<file path="config.mk">
export PLATFORM = sky130hd
export DESIGN_NAME = program_ingress
export DESIGN_NICKNAME = d
export VERILOG_FILES = /design/src/rtl/program_pkg.sv /design/src/rtl/program_ingress_fifo.sv /design/src/rtl/program_ingress.sv
export SDC_FILE = /design/constraint.sdc
export NUM_CORES = 1
export LEC_CHECK = 0
export ABC_AREA = 1
export CORE_MARGIN = 5
export CORE_UTILIZATION = 45
export CTS_CLUSTER_SIZE = 20
export DETAILED_ROUTE_END_ITERATION = 16
export HOLD_SLACK_MARGIN = 0.05
export PLACE_DENSITY_LB_ADDON = 0.2
export SYNTH_ARGS = -nofsm -noshare
export SYNTH_HDL_FRONTEND = slang
export SYNTH_SLANG_ARGS = --single-unit
</file>
<file path="constraint.sdc">
create_clock -name clk -period 3.5 [get_ports clk]
set_input_delay 0.7 -clock clk [delete_from_list [all_inputs] [get_ports clk]]
set_output_delay 0.7 -clock clk [all_outputs]
set_load 0.05 [all_outputs]
</file>
<file path="src/rtl/program_pkg.sv">
// Shared types and helpers for the program ingress path and the placer front-end.
package program_pkg;

    localparam int DIM_W    = 5;
    localparam int MIN_DIM  = 4;
    localparam int MAX_DIM  = 16;
    localparam int SLOT_LEN = 4;

    typedef struct packed {
        logic [DIM_W-1:0] height;
        logic [DIM_W-1:0] width;
    } prog_req_t;

    typedef enum logic [1:0] {
        CLS_IDLE    = 2'd0,
        CLS_INVALID = 2'd1,
        CLS_VALID   = 2'd2
    } sample_class_e;

    // True when a single dimension lies inside the legal inclusive range.
    function automatic logic dim_in_range(
        input logic [DIM_W-1:0] dim,
        input int               min_dim,
        input int               max_dim
    );
        return (int'(dim) >= min_dim) && (int'(dim) <= max_dim);
    endfunction

    // An all-zero pair is the idle pattern; anything else must have both
    // fields in range to count as a program request.
    function automatic sample_class_e classify(
        input logic [DIM_W-1:0] height,
        input logic [DIM_W-1:0] width,
        input int               min_dim,
        input int               max_dim
    );
        if ((height == '0) && (width == '0)) begin
            return CLS_IDLE;
        end
        if (dim_in_range(height, min_dim, max_dim) && dim_in_range(width, min_dim, max_dim)) begin
            return CLS_VALID;
        end
        return CLS_INVALID;
    endfunction

endpackage

</file>
<file path="src/rtl/program_ingress_fifo.sv">
// First-word-fall-through request FIFO with occupancy output. A push into a
// full FIFO is accepted only when a pop happens on the same edge; the caller
// sees the outcome on push_accept_o. DEPTH must be a power of two (>= 2) so
// the pointers wrap naturally.
module req_fifo #(
    parameter int DATA_W = 10,
    parameter int DEPTH  = 4
) (
    input  logic                   clk,
    input  logic                   rst,
    input  logic                   push_i,
    input  logic [DATA_W-1:0]      push_data_i,
    output logic                   push_accept_o,
    input  logic                   pop_i,
    output logic                   valid_o,
    output logic [DATA_W-1:0]      head_data_o,
    output logic [$clog2(DEPTH):0] level_o
);

    localparam int PTR_W = $clog2(DEPTH);
    localparam int LVL_W = PTR_W + 1;
    localparam logic [LVL_W-1:0] LVL_FULL = LVL_W'(DEPTH);

    logic [DATA_W-1:0] mem_q [DEPTH];
    logic [PTR_W-1:0]  wr_ptr_q, wr_ptr_d;
    logic [PTR_W-1:0]  rd_ptr_q, rd_ptr_d;
    logic [LVL_W-1:0]  level_q, level_d;
    logic              pop_ok;
    logic              push_ok;
    logic              full;

    // Qualify push/pop and compute next pointers and occupancy.
    always_comb begin
        full     = (level_q == LVL_FULL);
        pop_ok   = pop_i && (level_q != '0);
        push_ok  = push_i && (!full || pop_ok);
        wr_ptr_d = wr_ptr_q;
        rd_ptr_d = rd_ptr_q;
        level_d  = level_q;
        if (push_ok) begin
            wr_ptr_d = wr_ptr_q + PTR_W'(1);
        end
        if (pop_ok) begin
            rd_ptr_d = rd_ptr_q + PTR_W'(1);
        end
        case ({push_ok, pop_ok})
            2'b10:   level_d = level_q + LVL_W'(1);
            2'b01:   level_d = level_q - LVL_W'(1);
            default: level_d = level_q;
        endcase
    end

    // Pointer and occupancy registers; a reset flushes the buffer.
    always_ff @(posedge clk) begin
        if (!rst) begin
            wr_ptr_q <= '0;
            rd_ptr_q <= '0;
            level_q  <= '0;
        end else begin
            wr_ptr_q <= wr_ptr_d;
            rd_ptr_q <= rd_ptr_d;
            level_q  <= level_d;
        end
    end

    // Storage array; contents are don't-care until the level covers them.
    always_ff @(posedge clk) begin
        if (rst && push_ok) begin
            mem_q[wr_ptr_q] <= push_data_i;
        end
    end

    assign push_accept_o = push_ok;
    assign valid_o       = (level_q != '0);
    assign head_data_o   = valid_o ? mem_q[rd_ptr_q] : '0;
    assign level_o       = level_q;

endmodule

</file>
<file path="src/rtl/program_ingress.sv">
// Ingress stage ahead of the placement core: samples the slow dimension
// stream once per slot, drops and counts malformed programs, and buffers
// legal requests so placer stalls never lose a program.
module program_ingress
    import program_pkg::*;
#(
    parameter int SLOT_LEN_P   = SLOT_LEN,
    parameter int SAMPLE_PHASE = 1,
    parameter int MIN_DIM_P    = MIN_DIM,
    parameter int MAX_DIM_P    = MAX_DIM,
    parameter int FIFO_DEPTH   = 4
) (
    input  logic                          clk,
    input  logic                          rst,
    input  logic [DIM_W-1:0]              height_i,
    input  logic [DIM_W-1:0]              width_i,
    output logic                          req_valid_o,
    input  logic                          req_ready_i,
    output logic [DIM_W-1:0]              req_height_o,
    output logic [DIM_W-1:0]              req_width_o,
    output logic [$clog2(SLOT_LEN_P)-1:0] slot_phase_o,
    output logic [$clog2(FIFO_DEPTH):0]   level_o,
    output logic [3:0]                    drop_cnt_o,
    output logic                          overflow_o
);

    localparam int PHASE_W = $clog2(SLOT_LEN_P);
    localparam logic [PHASE_W-1:0] PHASE_LAST   = PHASE_W'(SLOT_LEN_P - 1);
    localparam logic [PHASE_W-1:0] PHASE_SAMPLE = PHASE_W'(SAMPLE_PHASE);

    logic [PHASE_W-1:0] phase_q, phase_d;
    logic [3:0]         drop_cnt_q, drop_cnt_d;
    logic               overflow_q, overflow_d;
    sample_class_e      sample_cls;
    logic               sample_en;
    logic               push;
    logic               pop;
    logic               push_accept;
    logic               fifo_valid;
    prog_req_t          push_req;
    prog_req_t          head_req;

    // Slot phase advances every cycle and wraps at the end of the slot.
    always_comb begin
        phase_d = phase_q + PHASE_W'(1);
        if (phase_q == PHASE_LAST) begin
            phase_d = '0;
        end
    end

    // Classify the held input once per slot and update drop/overflow status.
    always_comb begin
        sample_en  = (phase_q == PHASE_SAMPLE);
        sample_cls = classify(height_i, width_i, MIN_DIM_P, MAX_DIM_P);
        push       = sample_en && (sample_cls == CLS_VALID);
        push_req   = '{height: height_i, width: width_i};
        drop_cnt_d = drop_cnt_q;
        overflow_d = overflow_q;
        if (sample_en && (sample_cls == CLS_INVALID) && (drop_cnt_q != 4'hF)) begin
            drop_cnt_d = drop_cnt_q + 4'd1;
        end
        // A legal program lost to a full buffer is flagged, not counted as a drop.
        if (push && !push_accept) begin
            overflow_d = 1'b1;
        end
    end

    // Status registers; a reset at any time returns to the idle state.
    always_ff @(posedge clk) begin
        if (!rst) begin
            phase_q    <= '0;
            drop_cnt_q <= '0;
            overflow_q <= 1'b0;
        end else begin
            phase_q    <= phase_d;
            drop_cnt_q <= drop_cnt_d;
            overflow_q <= overflow_d;
        end
    end

    assign pop = fifo_valid && req_ready_i;

    req_fifo #(
        .DATA_W ($bits(prog_req_t)),
        .DEPTH  (FIFO_DEPTH)
    ) u_req_fifo (
        .clk           (clk),
        .rst           (rst),
        .push_i        (push),
        .push_data_i   (push_req),
        .push_accept_o (push_accept),
        .pop_i         (pop),
        .valid_o       (fifo_valid),
        .head_data_o   (head_req),
        .level_o       (level_o)
    );

    assign req_valid_o  = fifo_valid;
    assign req_height_o = head_req.height;
    assign req_width_o  = head_req.width;
    assign slot_phase_o = phase_q;
    assign drop_cnt_o   = drop_cnt_q;
    assign overflow_o   = overflow_q;

endmodule
</file>
### Yosys cells after proc, flatten, opt, wreduce, memory -nomap -nowiden

Memories as Yosys holds them, arrays and structs flattened. A register that Yosys moved wholly into a read port is not among the register bits.
Index checks and enable logic that the tools add are counted.

| word-level totals | value |
|---|---|
| bits in registers | 14 |
| bits in writable memories | 40 |
| input bits | 13 |
| memories kept | 1 |

| operators by class | value |
|---|---|
| $add $sub $neg | 6 |
| $lt $le $gt $ge | 4 |
| equal/unequal tests | 8 |
| mux-type cells | 13 |
| bitwise operators | 1 |
| reduce and logical (&&, ||, !) cells | 20 |

Memory list:

| name | words | bits a word | read ports | clocked after memory_dff | write ports | line | source |
|---|---|---|---|---|---|---|---|
| u_req_fifo.mem_q | 4 | 10 | 1 | 1 | 1 | program_ingress_fifo.sv:24 | `logic [DATA_W-1:0] mem_q [DEPTH];` |

Operators with widths:

| kind | count |
|---|---|
| $logic_and A1 B1 Y1 | 12 |
| $mux W2 | 6 |
| $ge A5 B3 Y1 const B | 2 |
| $le A5 B5 Y1 const B | 2 |
| $logic_not A5 Y1 | 2 |
| $mux W10 | 1 |
| $add A2 B1 Y2 const B | 3 |
| $eq A2 B1 Y1 const B | 3 |
| $eq A2 B2 Y1 const B | 3 |
| $pmux W3 S2 | 1 |
| $mux W1 | 5 |
| $add A4 B1 Y4 const B | 1 |
| $ne A4 B4 Y1 const B | 1 |
| $add A3 B1 Y3 const B | 1 |
| $eq A3 B3 Y1 const B | 1 |
| $reduce_bool A3 Y1 | 1 |
| $sub A3 B1 Y3 const B | 1 |
| $logic_not A1 Y1 | 2 |
| $reduce_bool A2 Y1 | 1 |
| $reduce_or A2 Y1 | 1 |
| $logic_or A1 B1 Y1 | 1 |
| $not A1 Y1 | 1 |

### Depth between registers and ports, before layout

Gate-level depths: netlist of run 1.

| depth | value |
|---|---|
| depth in word-level cells | 13 |
| gate-level depth with buffers | 14 |
| depth with buffers taken out | 14 |

### Modules after synthesis

A second synthesis of run 1 with hierarchy kept.

| second synthesis, totals | value |
|---|---|
| cells, all modules | 243 |
| area, all modules | 2484.9 sq um |

By module, submodules not included:

| module | times used | cells each | area each (sq um) | seq. area each (sq um) |
|---|---|---|---|---|
| req_fifo | 1 | 183 | 2054.5 | 1381.3 |
| program_ingress | 1 | 60 | 430.4 | 140.1 |

### Least setup slack after synthesis of run 1

No wires, ideal clock.

| path | value |
|---|---|
| path type | register to output |
| start point | register u_req_fifo.level_q[2], in the netlist u_req_fifo.level_o[2] |
| end point | output port req_height_o[0] |
| arrival time | 2.218 ns |
| slack | 0.582 ns |
| cell stages (with the launch flop) | 6 |
| buffers on the path | 1 |
| path through | dfxtp_1 > inv_1 > nand2_1 > inv_1 > buf_2 > a21oi_1 |

| between the ends | value |
|---|---|
| longest elaborated chain between the ends | 2 |

Ends and longest elaborated chain:

| item | line | source |
|---|---|---|
| start: declaration | program_ingress_fifo.sv:27 | `logic [LVL_W-1:0] level_q, level_d;` |
| start signal: assignment | program_ingress_fifo.sv:62 | `level_q <= level_d;` |
| $reduce_bool A3 Y1 | program_ingress_fifo.sv:74 | `assign valid_o = (level_q != '0);` |
| net req_valid_o | program_ingress.sv:17 | `output logic req_valid_o,` |
| $mux W10 | program_ingress_fifo.sv:75 | `assign head_data_o = valid_o ? mem_q[rd_ptr_q] : '0;` |
| end: declaration | program_ingress.sv:19 | `output logic [DIM_W-1:0] req_height_o,` |

The timed path passes the listed nets, and every way through them passes these cells.

==> results of run 1 <==
==> layout make-up <==
cell class,instances,area (um2),area share [%]
clock buffers,7,76.3,2.57
clock inverters,1,5.00,0.169
inverters,24,90.1,3.04
multi-input cells,155,797,26.9
flip-flops and latches,56,1520,51.3
well taps,70,87.6,2.95
repair buffers,41,390,13.2
==> cells in the final DEF (no fill, tap or decap) <==
cell type and instances:
sky130_fd_sc_hd__buf_4 8, sky130_fd_sc_hd__clkbuf_1 2, sky130_fd_sc_hd__nand3_2 1, sky130_fd_sc_hd__nor2_4 1, sky130_fd_sc_hd__inv_2 1, sky130_fd_sc_hd__clkinv_1 1, sky130_fd_sc_hd__dfxtp_1 16, sky130_fd_sc_hd__nand2_1 17
sky130_fd_sc_hd__nor2_1 56, sky130_fd_sc_hd__clkdlybuf4s50_1 33, sky130_fd_sc_hd__nor2_2 4, sky130_fd_sc_hd__nand4_2 1, sky130_fd_sc_hd__inv_1 22, sky130_fd_sc_hd__ha_1 8, sky130_fd_sc_hd__nand4_1 2, sky130_fd_sc_hd__a21oi_1 22
sky130_fd_sc_hd__o21ai_1 1, sky130_fd_sc_hd__clkbuf_8 5, sky130_fd_sc_hd__edfxtp_1 40, sky130_fd_sc_hd__xor2_1 1, sky130_fd_sc_hd__nand2_2 3, sky130_fd_sc_hd__o21ai_0 24, sky130_fd_sc_hd__xnor2_1 1, sky130_fd_sc_hd__fa_1 1
sky130_fd_sc_hd__nand3_1 10, sky130_fd_sc_hd__nor3_1 2, sky130_fd_sc_hd__clkinv_2 1
==> flip-flops by register name (all words and copies together), names as in the netlist, named ones only <==
name	flops
u_req_fifo.wr_ptr_q	2
drop_cnt_o	4
slot_phase_o	2
u_req_fifo.mem_q	40
u_req_fifo.level_o	3
u_req_fifo.rd_ptr_q	2
overflow_o	1
==> how the worst max path moves through the flow <==
stage / startpoint / to / depth (start not counted)
finish: flop / req_width_o[1] / 6
global route: flop / req_height_o[1] / 6
CTS: flop / req_width_o[1] / 6
detailed placement: height_i[3] / u_req_fifo.level_o[2] / 15
global placement: height_i[2] / u_req_fifo.level_o[2] / 15
floorplan: u_req_fifo.level_o[2] / req_height_o[0] / 5
==> worst max-delay path: stages, from the launching register on <==
cell,delay (ns)
sky130_fd_sc_hd__dfxtp_1,0.60
sky130_fd_sc_hd__buf_4,0.26
sky130_fd_sc_hd__nor2_1,0.06
sky130_fd_sc_hd__nor2_1,0.07
sky130_fd_sc_hd__o21ai_0,0.10
sky130_fd_sc_hd__a21oi_1,0.15
sky130_fd_sc_hd__clkdlybuf4s50_1,0.82
==> metrics by stage <==
| stage | hold WS, ns | instances |
|---|---|---|
| floorplan | 0.436 | 242 |
| CTS | 0.462 | 354 |
| global placement | 0.438 | 346 |
| global route | 0.490 | 354 |
| detailed placement | 0.446 | 346 |
| finish | 0.467 | 354 |
==> cells by family after synthesis <==
group           share of synthesized area [%]
flops                                    62.4
xor+xnor                                0.718
buf+inv                                  4.92
fa+ha+maj                                4.93
compound gates                           9.65
simple gates                             17.4
==> power breakdown <==
part / switching, mW / internal [mW]
Sequential: 0.0191 / 0.726
Clock: 0.185 / 0.141
Combinational: 0.245 / 0.118
Total: 0.449 / 0.984
==> routing by layer <==
metal | vias up | global-route usage (%) | routed length, um
li1 | 890 | - | -
met1 | 787 | 17.4 | 2140
met2 | 39 | 23.5 | 2270
met3 | 3 | 4.84 | 247
met4 | 0 | 3.80 | 25
met5 | - | 0 | 0
==> results.md, run 1 <==
- The run finished with clean final reports.
- The worst slew margin relative to its limit is 66.5%.
- In this run, the number of DRC markers left after iteration 0 of detailed routing was 121.
- At the end of routability-driven placement, the weighted congestion stood at 0.770.
- The maximum ir drop on the vdd rail is 0.269 mV.
- For the final routed database, the setup TNS stands at 0 ns.
- The total count of hold-check failures in the final report came to 0.
- The initial antenna violation count is 0.
- The floorplan die area is 6990 um2.
- In this run, CTS created clock tree buffers numbering 5.
- The number of remaining DRC errors is 0.
- Summed over its instances, the top area cell type makes up 49.3% of the synthesized netlist area.
- The area of the core is 5170 um2.
- The net count of the mapped netlist is 264.
- The final routed wire length divided by cell count is 13.2 um.
- The path with the worst hold slack has its endpoint at overflow_o.
- Yosys printed 0 warnings.
- The power density over cell area is 483 nW/um2.
- After global routing the overflow that remains totals 0.
- The internal reg-to-reg setup slack is 1.28 ns.
- The diode insertion count for antenna repair is 0.
- The type of destination of the critical path is an output pin.
- The synthesized area is 2440 um2.
- The final net count is 305.
- The total leakage power is 1.07 nW.
- TritonCTS built the clock tree.
- STA puts the critical path data required time at 2.80 ns.
- Cells fill 57.4% of the core in the end.
- The total of buffers placed on input and output ports is 33.
- After clock tree synthesis, the setup repair step added 0 buffers.
- Data on the critical path arrives at its endpoint at 2.35 ns.
- Summing the sequential cell areas from Yosys gives 62.4% of the chip area.
- Setup repair after global routing left no endpoint under its margin.
- The largest fanout on the critical path is 12.
- The H-tree generated during clock tree synthesis spans 2 levels.
- The number of fill cells is 445.
- The count of mapped cells out of synthesis is 242.
- The synthesized netlist contains 24 unique library cells.
- The pin count of the biggest net entering global routing is 17.
- The commonest cells after synthesis are sky130_fd_sc_hd__nor2_1, sky130_fd_sc_hd__edfxtp_1, sky130_fd_sc_hd__o21ai_0, sky130_fd_sc_hd__a21oi_1, sky130_fd_sc_hd__inv_1.
- At the pin with the least slew margin, the transition time is 0.501 ns.
- The clock arrives with 0.00536 ns of skew.
- The clock sink count is 56.
- The critical path startpoint category is a flop.
- For this run, the leading register cell type out of synthesis is sky130_fd_sc_hd__edfxtp_1.
- Global routing used 14.1% of the available tracks.
- Overall power consumption after layout is estimated at 1.43 mW.
- For this run, the top clock speed supported by timing is 0.328 GHz.
- In the routed layout, each cell is associated on average with a via count of 4.86.
- The routed layout has 1719 vias.
- The final non-filler cell area is 2970 um2.
- The dominant cell type by area after synthesis is sky130_fd_sc_hd__edfxtp_1.
- The clock network latency to the later pin of the worst-skew pair is 0.30 ns.
- The final worst slack is 0.452 ns.
- The fraction of final layout cells sized beyond drive strength 1 is 8.80%.
- The number of cell instances on the worst register-to-register path is 11.
- Summing all placed instances gives a cell area of 2890 um2.
- The final critical path time including I/O delays and setup is 3.05 ns.
- In this run the critical register-to-register path is captured at u_req_fifo.level_o[2].
- The kind of path behind the tightest hold check is flop to flop.
- Summed over all layers, the routed wires come to 4.68 mm.
- By startpoint and endpoint, the worst setup path is classified as flop to output pin.
- Buffers inserted to repair hold after CTS numbered 0.
- Counting instances, the worst hold path has a depth of 2.
- In this run the critical register-to-register path is launched from u_req_fifo.level_o[1].
- The setup violation total in the final timing report is 0.
- Prior to clock tree synthesis, the placed netlist has a worst setup slack of 0.520 ns.
- The floorplan step set the die height to 83.6 um.
- By area the synthesized netlist is led by sky130_fd_sc_hd__edfxtp_1, sky130_fd_sc_hd__dfxtp_1, sky130_fd_sc_hd__nor2_1.
- After clock tree synthesis, the repair step resized 0 gates.
- The number of pins with negative max-slew slack in the final report is 0.
- The reported max-cap violation count is 0.
- The via count of the first global-routing pass came to 1654.
- Row generation in the floorplan step produced 26 rows.
- The root buffer cell chosen for the clock tree is sky130_fd_sc_hd__clkbuf_8.
- Each instance of the synthesized netlist takes up on average 10.1 um2.
- The number of synthesized flops with an enable pin is 40.
- The area added between synthesis and finish is 21.7%.
- The worst-case clock buffer depth is 2.
- Of the available clock period, the critical path in the final layout requires 87.1%.
- The clock input transition at the sequential cells of the worst setup and hold paths is 0.08 ns.
- For this run, asynchronously set or reset flops after synthesis account for 0%.
- The count of nets left with antenna violations once routing finished came out at 0.
- The starting density of the core is 47.1%.
- During I/O placement, the number of pins put on the boundary was 34.
- The startpoint identified for the worst hold timing path is overflow_o.
- The HPWL after detailed placement is 3.28 mm.
- The width of the die is 83.6 um.
- The wire length of the first global-routing pass is 7.79 mm.
- Among all cell types in the netlist, the one instantiated most often is sky130_fd_sc_hd__nor2_1.
- The number of flip-flops and latches in the synthesized netlist is 56.
- The first detailed-routing pass ran for 4 iterations.
Note: power is estimated with default switching activity, not from simulation.
==> run 2: changes to the inputs <==
Settings changed: CORE_MARGIN 5 to not set.
==> run 2 against run 1 <==
Combinational power about the same. Sequential cell count stayed put. Sequential power hardly changed. Largest cell class unchanged. Highest routed layer unchanged.
==> results.md, run 2 (synthesis results as in run 1) <==
- The number of cell instances on the worst register-to-register path was 11 (unchanged).
- The internal reg-to-reg setup slack is 1.29 ns (about the same).
- The diode insertion count for antenna repair was 0 (unchanged).
- The total leakage power came to 1.08 nW (+1.0%).
- The capture point of the worst path is req_width_o[0].
- The number of pins with negative max-slew slack in the final report is 0 (unchanged).
- The largest fanout on the critical path is 12 (unchanged).
- The relative contribution of combinational cells to total power is 24.1% (-1.2 points).
- The overflow left after global routing is 0 (unchanged).
- The cell total after placement was 346 (unchanged).
- The sum of internal, switching and leakage power came to 1.51 mW (+5.1%).
- The setup violation total in the final timing report is 0 (unchanged).
- The total count of hold-check failures in the final report came to 0 (unchanged).
- The worst setup path is captured at an output pin.
- The initial antenna violation count came to 0 (unchanged).
- The maximum clock frequency was 0.330 GHz (+0.55%).
- The total of buffers placed on input and output ports came to 33 (unchanged).
- The reported max-cap violation count is 0 (unchanged).
- The total number of vias is 1727 (+0.47%).
- The relative contribution of the clock network to total power is 26.5% (+3.8 points).
- The clock input transition at the sequential cells of the worst setup and hold paths is 0.09 ns (about the same).
- The data arrival time of the critical path came to 2.33 ns (-0.02 ns).
- The count of placed standard cells in the final layout, fillers left out came to 354 (unchanged).
- The final net count is 305 (unchanged).
- The global placement routability congestion is 0.732 (-4.9%).
- The number of remaining DRC errors is 0 (unchanged).
- The fraction of final layout cells sized beyond drive strength 1 is 8.80% (unchanged).
- The internal power contribution was 1.05 mW (+6.9%).
- The most common cell after layout, fill and taps aside is sky130_fd_sc_hd__nor2_1.
- The width of the die came to 75.6 um (-9.6%).
- The clock sink count is 56 (unchanged).
- The HPWL after detailed placement came to 3.23 mm (-1.4%).
- The via count of the first global-routing pass is 1643 (-0.67%).
- The area of the core is 5170 um2 (unchanged).
- In this run the worst hold path is classified as flop to flop.
- The worst-case clock buffer depth is 2 (unchanged).
- The actual slew at the worst max-slew pin is 0.508 ns (+0.00657 ns).
- The number of nets with antenna violations after routing is 0 (unchanged).
- The worst hold path depth is 2 (unchanged).
- The worst-case clock skew came to 0.00326 ns (-0.00210 ns).
- In this run the clock root is driven by a sky130_fd_sc_hd__clkbuf_8.
- The area added between synthesis and finish is 22.7%.
- The initial DRC count came to 58 (-52%).
- The number of buffers inserted by hold repair at cts came to 0 (unchanged).
- The power density over cell area is 503 nW/um2 (+4.2%).
- The via density per instance is 4.88 (+0.47%).
- The clock network latency to the later pin of the worst-skew pair is 0.30 ns (about the same).
- The share of the clock period used by the worst path is 86.6% (-0.48 points).
- The H-tree depth is 2 (unchanged).
- The die height is 75.6 um (-9.6%).
- TritonCTS built the clock tree.
- Setup repair after global routing left no endpoint under its margin.
- The critical path startpoint category is a flop.
- The row count is 26 (unchanged).
- The floorplan die area is 5720 um2 (-18%).
- The switching power summed over all nets came to 0.455 mW (+1.2%).
- The total clock buffers created by CTS was 5 (unchanged).
- The number of detailed-routing iterations run before antenna repair was 4 (unchanged).
- The pin count of the biggest net entering global routing is 17 (unchanged).
- The setup path with the least slack is of type flop to output pin.
- The final routed wire length divided by cell count is 13.1 um (-1.1%).
- The buffer count from post-CTS setup fixing is 0 (unchanged).
- The worst slew margin relative to its limit is 66.0% (-0.44 points).
- The aggregate routed wire length was 4.63 mm (-1.1%).
- The final critical path time including I/O delays and setup came to 3.03 ns (-0.0167 ns).
- In this run the critical register-to-register path is captured at u_req_fifo.level_o[2].
- The top cell types in the final layout, fill and taps aside, are sky130_fd_sc_hd__nor2_1, sky130_fd_sc_hd__edfxtp_1, sky130_fd_sc_hd__clkdlybuf4s50_1.
- The wire length of the first global-routing pass is 7.43 mm (-4.6%).
- The flow ran to the end, and the final reports show no timing, DRC or antenna violations.
- The critical register-to-register path startpoint is u_req_fifo.level_o[1].
- The starting density of the core is 47.1% (unchanged).
- The number of flip-flops in the largest register was 40 (unchanged).
- The number of top-level pins is 34 (unchanged).
- The switching share of total power is 30.2% (-1.2 points).
- The maximum ir drop on the vdd rail is 0.260 mV (-3.5%).
- The standard cell area after detailed placement is 2890 um2 (unchanged).
- The total of cells resized after clock tree synthesis was 0 (unchanged).
- The required time at the endpoint of the critical path is 2.80 ns (about the same).
- The final non-filler cell area is 2990 um2 (+0.84%).
- The global-route total usage across every layer was 18.2% (+4.1 points).
- Counting flops per register, the top entry is u_req_fifo.mem_q.
- The setup TNS was 0 ns (unchanged).
- The register share of total power came to 49.4% (-2.6 points).
[run 2: worst max-delay path: stages, from the launching register on]
cell and delay, ns:
sky130_fd_sc_hd__dfxtp_1 0.56, sky130_fd_sc_hd__buf_4 0.26, sky130_fd_sc_hd__nor2_1 0.06, sky130_fd_sc_hd__nor2_1 0.09, sky130_fd_sc_hd__o21ai_0 0.08, sky130_fd_sc_hd__a21oi_1 0.16, sky130_fd_sc_hd__clkdlybuf4s50_1 0.82
[run 2: how the worst min path moves through the flow]
stage                            from    endpoint  slack [ns]
2_1_floorplan  u_req_fifo.rd_ptr_q[1]        flop        0.44
3_3_place_gp               overflow_o  overflow_o        0.44
3_5_place_dp               overflow_o  overflow_o        0.45
4_1_cts                    overflow_o  overflow_o        0.46
5_1_grt                    overflow_o  overflow_o        0.49
6_report                   overflow_o  overflow_o        0.45
[run 2: area by class of cell]
class	count	area, um2
clock inverter	3	37.5
inverter	24	90.1
sequential	56	1520
fill	463	2180
tap	70	87.6
multi-input combinational	155	797
clock buffer	5	68.8
timing repair buffer	41	390
[run 2: through the flow]
| stage | hold WS (ns) | worst slack, ns | util [%] |
|---|---|---|---|
| detailed placement | 0.451 | 0.556 | 55.8 |
| CTS | 0.462 | 0.434 | 57.9 |
| global placement | 0.439 | 0.596 | 55.8 |
| floorplan | 0.436 | 0.582 | - |
| finish | 0.455 | 0.469 | 57.9 |
| global route | 0.493 | 0.265 | 57.9 |
[run 2: routing by layer]
metal | up-vias | GRT usage, % | routed length [um]
li1 | 891 | - | -
met1 | 801 | 20.1 | 2150
met2 | 30 | 33.7 | 2220
met3 | 5 | 4.89 | 203
met4 | 0 | 5.97 | 55
met5 | - | 0 | 0
[run 2: power groups by stage]
stage | logic, mW | registers (mW) | clock network [mW]
after floorplan | 0.216 | 0.784 | 0
after global placement | 0.361 | 0.759 | 0
after detailed placement | 0.366 | 0.759 | 0
after CTS | 0.367 | 0.744 | 0.410
after global routing | 0.397 | 0.747 | 0.432
final | 0.363 | 0.744 | 0.399
==> variant 1 (config.mk and constraints of run 2) <==
Register the output `level_o`, cleared by the reset; this adds one clock of latency there. The other outputs are not delayed to match.
--- a/src/rtl/program_ingress.sv
+++ b/src/rtl/program_ingress.sv
@@ -27,6 +27,8 @@
     localparam int PHASE_W = $clog2(SLOT_LEN_P);
     localparam logic [PHASE_W-1:0] PHASE_LAST   = PHASE_W'(SLOT_LEN_P - 1);
     localparam logic [PHASE_W-1:0] PHASE_SAMPLE = PHASE_W'(SAMPLE_PHASE);
+
+    logic [$clog2(FIFO_DEPTH):0] level_c;
 
     logic [PHASE_W-1:0] phase_q, phase_d;
     logic [3:0]         drop_cnt_q, drop_cnt_d;
@@ -92,7 +94,7 @@
         .pop_i         (pop),
         .valid_o       (fifo_valid),
         .head_data_o   (head_req),
-        .level_o       (level_o)
+        .level_o       (level_c)
     );
 
     assign req_valid_o  = fifo_valid;
@@ -102,4 +104,12 @@
     assign drop_cnt_o   = drop_cnt_q;
     assign overflow_o   = overflow_q;
 
+    always_ff @(posedge clk) begin
+        if (!rst) begin
+            level_o <= '0;
+        end else begin
+            level_o <= level_c;
+        end
+    end
+
 endmodule
Check against the original RTL: not equivalent (a bounded check fails within 4 cycles, from zero or initial values and one cycle with rst low).
==> variant 1 against run 2 <==
Wire length rose by 4.4%. Worst setup slack got worse by 0.057 ns. Hold slack got worse by 0.0056 ns. Clock power rose by 26%. Count of clock-buffer cells in the layout rose by 4. Synthesized area rose by 3.6%. Power rose by 9.0%. Cell count rose by 5.6%. Sequential power rose by 5.1%. Die area rose by 3.5%. Design area rose by 5.4%. Sequential cell count rose by 3.
==> variant 1: results (changes against run 2) <==
drt_iter0_drc: 77  # was 58
synth_compound_area_share_pct: 9.307  # was 9.646%
ys_seq_area_share_pct: 62.57  # was 62.39%
instances_no_fill: 374  # was 354
synthAdderAreaFrac_pct: 4.752  # was 4.926%
grt_max_degree: 13  # was 17
route.met3.wl_um: 221  # was 203 µm
dp_cells: 358  # was 346
placed_area_um2: 2997  # was 2887 µm²
crit_arrival_ns: 2.39  # was 2.33 ns
yosys-top-cells-count: "nor2_1, edfxtp_1, inv_1"  # was nor2_1, edfxtp_1, o21ai_0
clkTransAtPathRegs_ns: 0.06  # was 0.09 ns
status: "finished clean"  # unchanged
met1_length_mm: 2.211  # was 2.151 mm
htreeDepth: 3  # was 2
grt_pass1_wl_mm: 8.148  # was 7.431 mm
max-vdd-ir-drop_v: 0.0002758  # was 0.0002597 V
vias: 1814  # was 1727
hold_end: "level_o[2]"  # was overflow_o
timing_worst_slew_pin_value_ns: 0.5267  # was 0.5078 ns
wl_mm: 4.832  # was 4.629 mm
hpwlAfterDp_mm: 3.236  # was 3.230 mm
skew_ns: 0.003372  # was 0.003256 ns
synth_area_leaders: "edfxtp_1, dfxtp_1, nor2_1"  # unchanged
gp_congestion: 0.7383  # was 0.7324
layout-drive-gt1-share_pct: 11.84  # was 8.803%
ys_types: 24  # unchanged
r2r_setup_slack_ns: 1.27  # was 1.29 ns
fin_nets: 321  # was 305
netlist_instances: 251  # was 242
grt_use_met1_pct: 22.61  # was 20.07%
finalWorstSetupSlack_ns: 0.4115  # was 0.4687 ns
synth_xor_area_share_pct: 0.6931  # was 0.7183%
p_leak_nw: 1.184  # was 1.082 nW
clk_latency_ns: 0.33  # was 0.30 ns
cts-buffers-inserted: 9  # was 5
syn_nets: 273  # was 264
==> variant 1: final cells by class <==
type	instances	area [µm²]
Sequential cell	59	1582
Clock buffer	9	123.9
Fill cell	462	2115
Clock inverter	7	35.03
Multi-Input combinational cell	158	813.3
Tap cell	70	87.58
Inverter	27	101.3
Timing Repair Buffer	44	412.9
==> variant 1: worst max-delay path, stage by stage (launching register included) <==
cell and delay (ns):
dfxtp_1 0.58, buf_4 0.26, nor2_1 0.06, nor2_1 0.09
o21ai_0 0.08, a21oi_1 0.15, clkdlybuf4s50_1 0.83
==> variant 1: power breakdown <==
group / leakage (nW) / total, W / switching [W] / internal [W]
clock: 0.0836 / 0.000501 / 0.000255 / 0.000246
sequential: 0.514 / 0.000782 / 0.0000190 / 0.000763
combinational: 0.586 / 0.000360 / 0.000243 / 0.000117
==> variant 2 (settings of run 2) <==
Without the edit above. The parameter `FIFO_DEPTH` goes from 4 to 2.
--- a/src/rtl/program_ingress.sv
+++ b/src/rtl/program_ingress.sv
@@ -8,7 +8,7 @@
     parameter int SAMPLE_PHASE = 1,
     parameter int MIN_DIM_P    = MIN_DIM,
     parameter int MAX_DIM_P    = MAX_DIM,
-    parameter int FIFO_DEPTH   = 4
+    parameter int FIFO_DEPTH   = 2
 ) (
     input  logic                          clk,
     input  logic                          rst,
Interface: changed (resized level_o); port bits go from 34 to 33. No check against the original RTL was run, so the function may have changed too.
==> variant 2 against run 2 <==
The flow now finishes with violations (DRC). Sequential share of layout area down 5.1 points. Design area is 39% lower. Synthesized area fell by 43%. Wire length shrank 42%. Critical path depth fell by 2. Sequential cell count down 24. Power decreased by 35%. Worst setup slack improved by 0.13 ns. Largest power group unchanged.
==> variant 2: results (changes against run 2) <==
ys_seq_area_share_pct: 60.70  # was 62.39%
async_flop_share_pct: 0  # unchanged
post_drt_wl_per_cell_um: 12.66  # was 13.08 µm
largest_reg_flops: 20  # was 40
status: "finished, violations left"  # was finished clean
port_buffers: 32  # was 33
crit_arrival_ns: 2.20  # was 2.33 ns
placed_area_um2: 1743  # was 2887 µm²
syn_nets: 158  # was 264
drt_iter0_drc: 38  # was 58
skew_ns: 0.003338  # was 0.003256 ns
slew-limit-headroom_pct: 47.47  # was 66.04%
clk_latency_ns: 0.32  # was 0.30 ns
grt_use_met1_pct: 19.88  # was 20.07%
antenna_found_initial: 0  # unchanged
gp_congestion: 0.7192  # was 0.7324
nFillCells: 241  # was 463
yosys-top-cells-count: "nand2_1, edfxtp_1, a21oi_1"  # was nor2_1, edfxtp_1, o21ai_0
grt.total_usage_pct: 18.29  # was 18.16%
htreeDepth: 2  # unchanged
regMostFlops: "u_req_fifo.mem_q"  # unchanged
grtUsageMet3_pct: 5.215  # was 4.894%
cp_max_fo: 11  # was 12
synth_compound_area_share_pct: 8.220  # was 9.646%
antenna_cells: 0  # unchanged
failed_checks: "DRC"
ys_types: 22  # was 24
grt_max_degree: 13  # was 17
vias_per_cell: 5.090  # was 4.879
synth_xor_area_share_pct: 1.897  # was 0.7183%
clkTransAtPathRegs_ns: 0.09  # about the same
synth_area_leaders: "edfxtp_1, dfxtp_1, nand2_1"  # was edfxtp_1, dfxtp_1, nor2_1
use_met2_pct: 31.73  # was 33.73%
fin_nets: 196  # was 305
p_leak_nw: 0.7014  # was 1.082 nW
muxShareOfSynthArea_pct: 0  # unchanged
synthAdderAreaFrac_pct: 3.613  # was 4.926%
cts_resized: 0  # unchanged
hpwlAfterDp_mm: 1.936  # was 3.230 mm
drc: 1  # was 0
drt_pass1_iterations: 10  # was 4
cts-buffers-inserted: 5  # unchanged
cts-root-buf: "clkbuf_4"  # was clkbuf_8
grt_pass1_vias: 1018  # was 1643
max-vdd-ir-drop_v: 0.0003175  # was 0.0002597 V
critPathSlowestCell: "clkdlybuf4s50_1"  # unchanged
cts_setup_buffers: 0  # unchanged
grt_pass1_wl_mm: 4.416  # was 7.431 mm
layout-drive-gt1-share_pct: 10.56  # was 8.803%
yosys_warnings: 0  # unchanged
hold_class: "reg2reg"  # unchanged
synth_top_family_by_area: "simple AND/OR/NAND/NOR gates"  # unchanged
slowest_delay_ns: 0.74  # was 0.82 ns
synth_edf_count: 20  # was 40
cts.path.max_buffers: 2  # unchanged
## variant 2: path summary, 6_finish.rpt
check / start / to / slack [ns] / depth (start not counted)
setup / recovery: flop / req_height_o[4] / 0.60 / 4
setup reg to reg: u_req_fifo.level_o[0] / u_req_fifo.level_o[1] / 1.38 / 7
hold reg to reg: overflow_o / overflow_o / 0.47 / 2
hold / removal: overflow_o / overflow_o / 0.47 / 2
## variant 2: critical path: cells and delay by family, from the launching register on
family | cells | cell delay (ns)
AND/OR/NAND/NOR | 1 | 0.15
flip-flops | 1 | 0.56
AO/OA/AOI/OAI | 1 | 0.07
buffers and inverters | 2 | 1.11
## variant 2: metal layers
layer | part of all wire (%) | vias to the layer above
met5 | 0 | -
met4 | 1.4 | 0
met3 | 4.3 | 5
met2 | 54 | 26
met1 | 41 | 498
li1 | - | 545
## variant 2: metrics by stage
| stage | instances | setup slack, ns |
|---|---|---|
| floorplan | 141 | 1.005 |
| global placement | 203 | 0.8761 |
| detailed placement | 203 | 0.8024 |
| CTS | 211 | 0.5354 |
| global route | 211 | 0.3709 |
| finish | 211 | 0.5965 |
## variant 2: area by class of cell
type | count | area, µm² | area share, %
Sequential cell | 32 | 840.8 | 45.75
Multi-Input combinational cell | 91 | 475.5 | 25.87
Timing Repair Buffer | 33 | 327.8 | 17.84
Clock buffer | 7 | 65.06 | 3.540
Inverter | 16 | 60.06 | 3.268
Tap cell | 31 | 38.79 | 2.110
Clock inverter | 1 | 30.03 | 1.634
## variant 2: where the power goes
group / switching [W] / internal (W) / leakage, nW
logic: 0.000162 / 0.0000794 / 0.372
registers: 0.0000160 / 0.000414 / 0.278
clock network: 0.000119 / 0.000190 / 0.0515
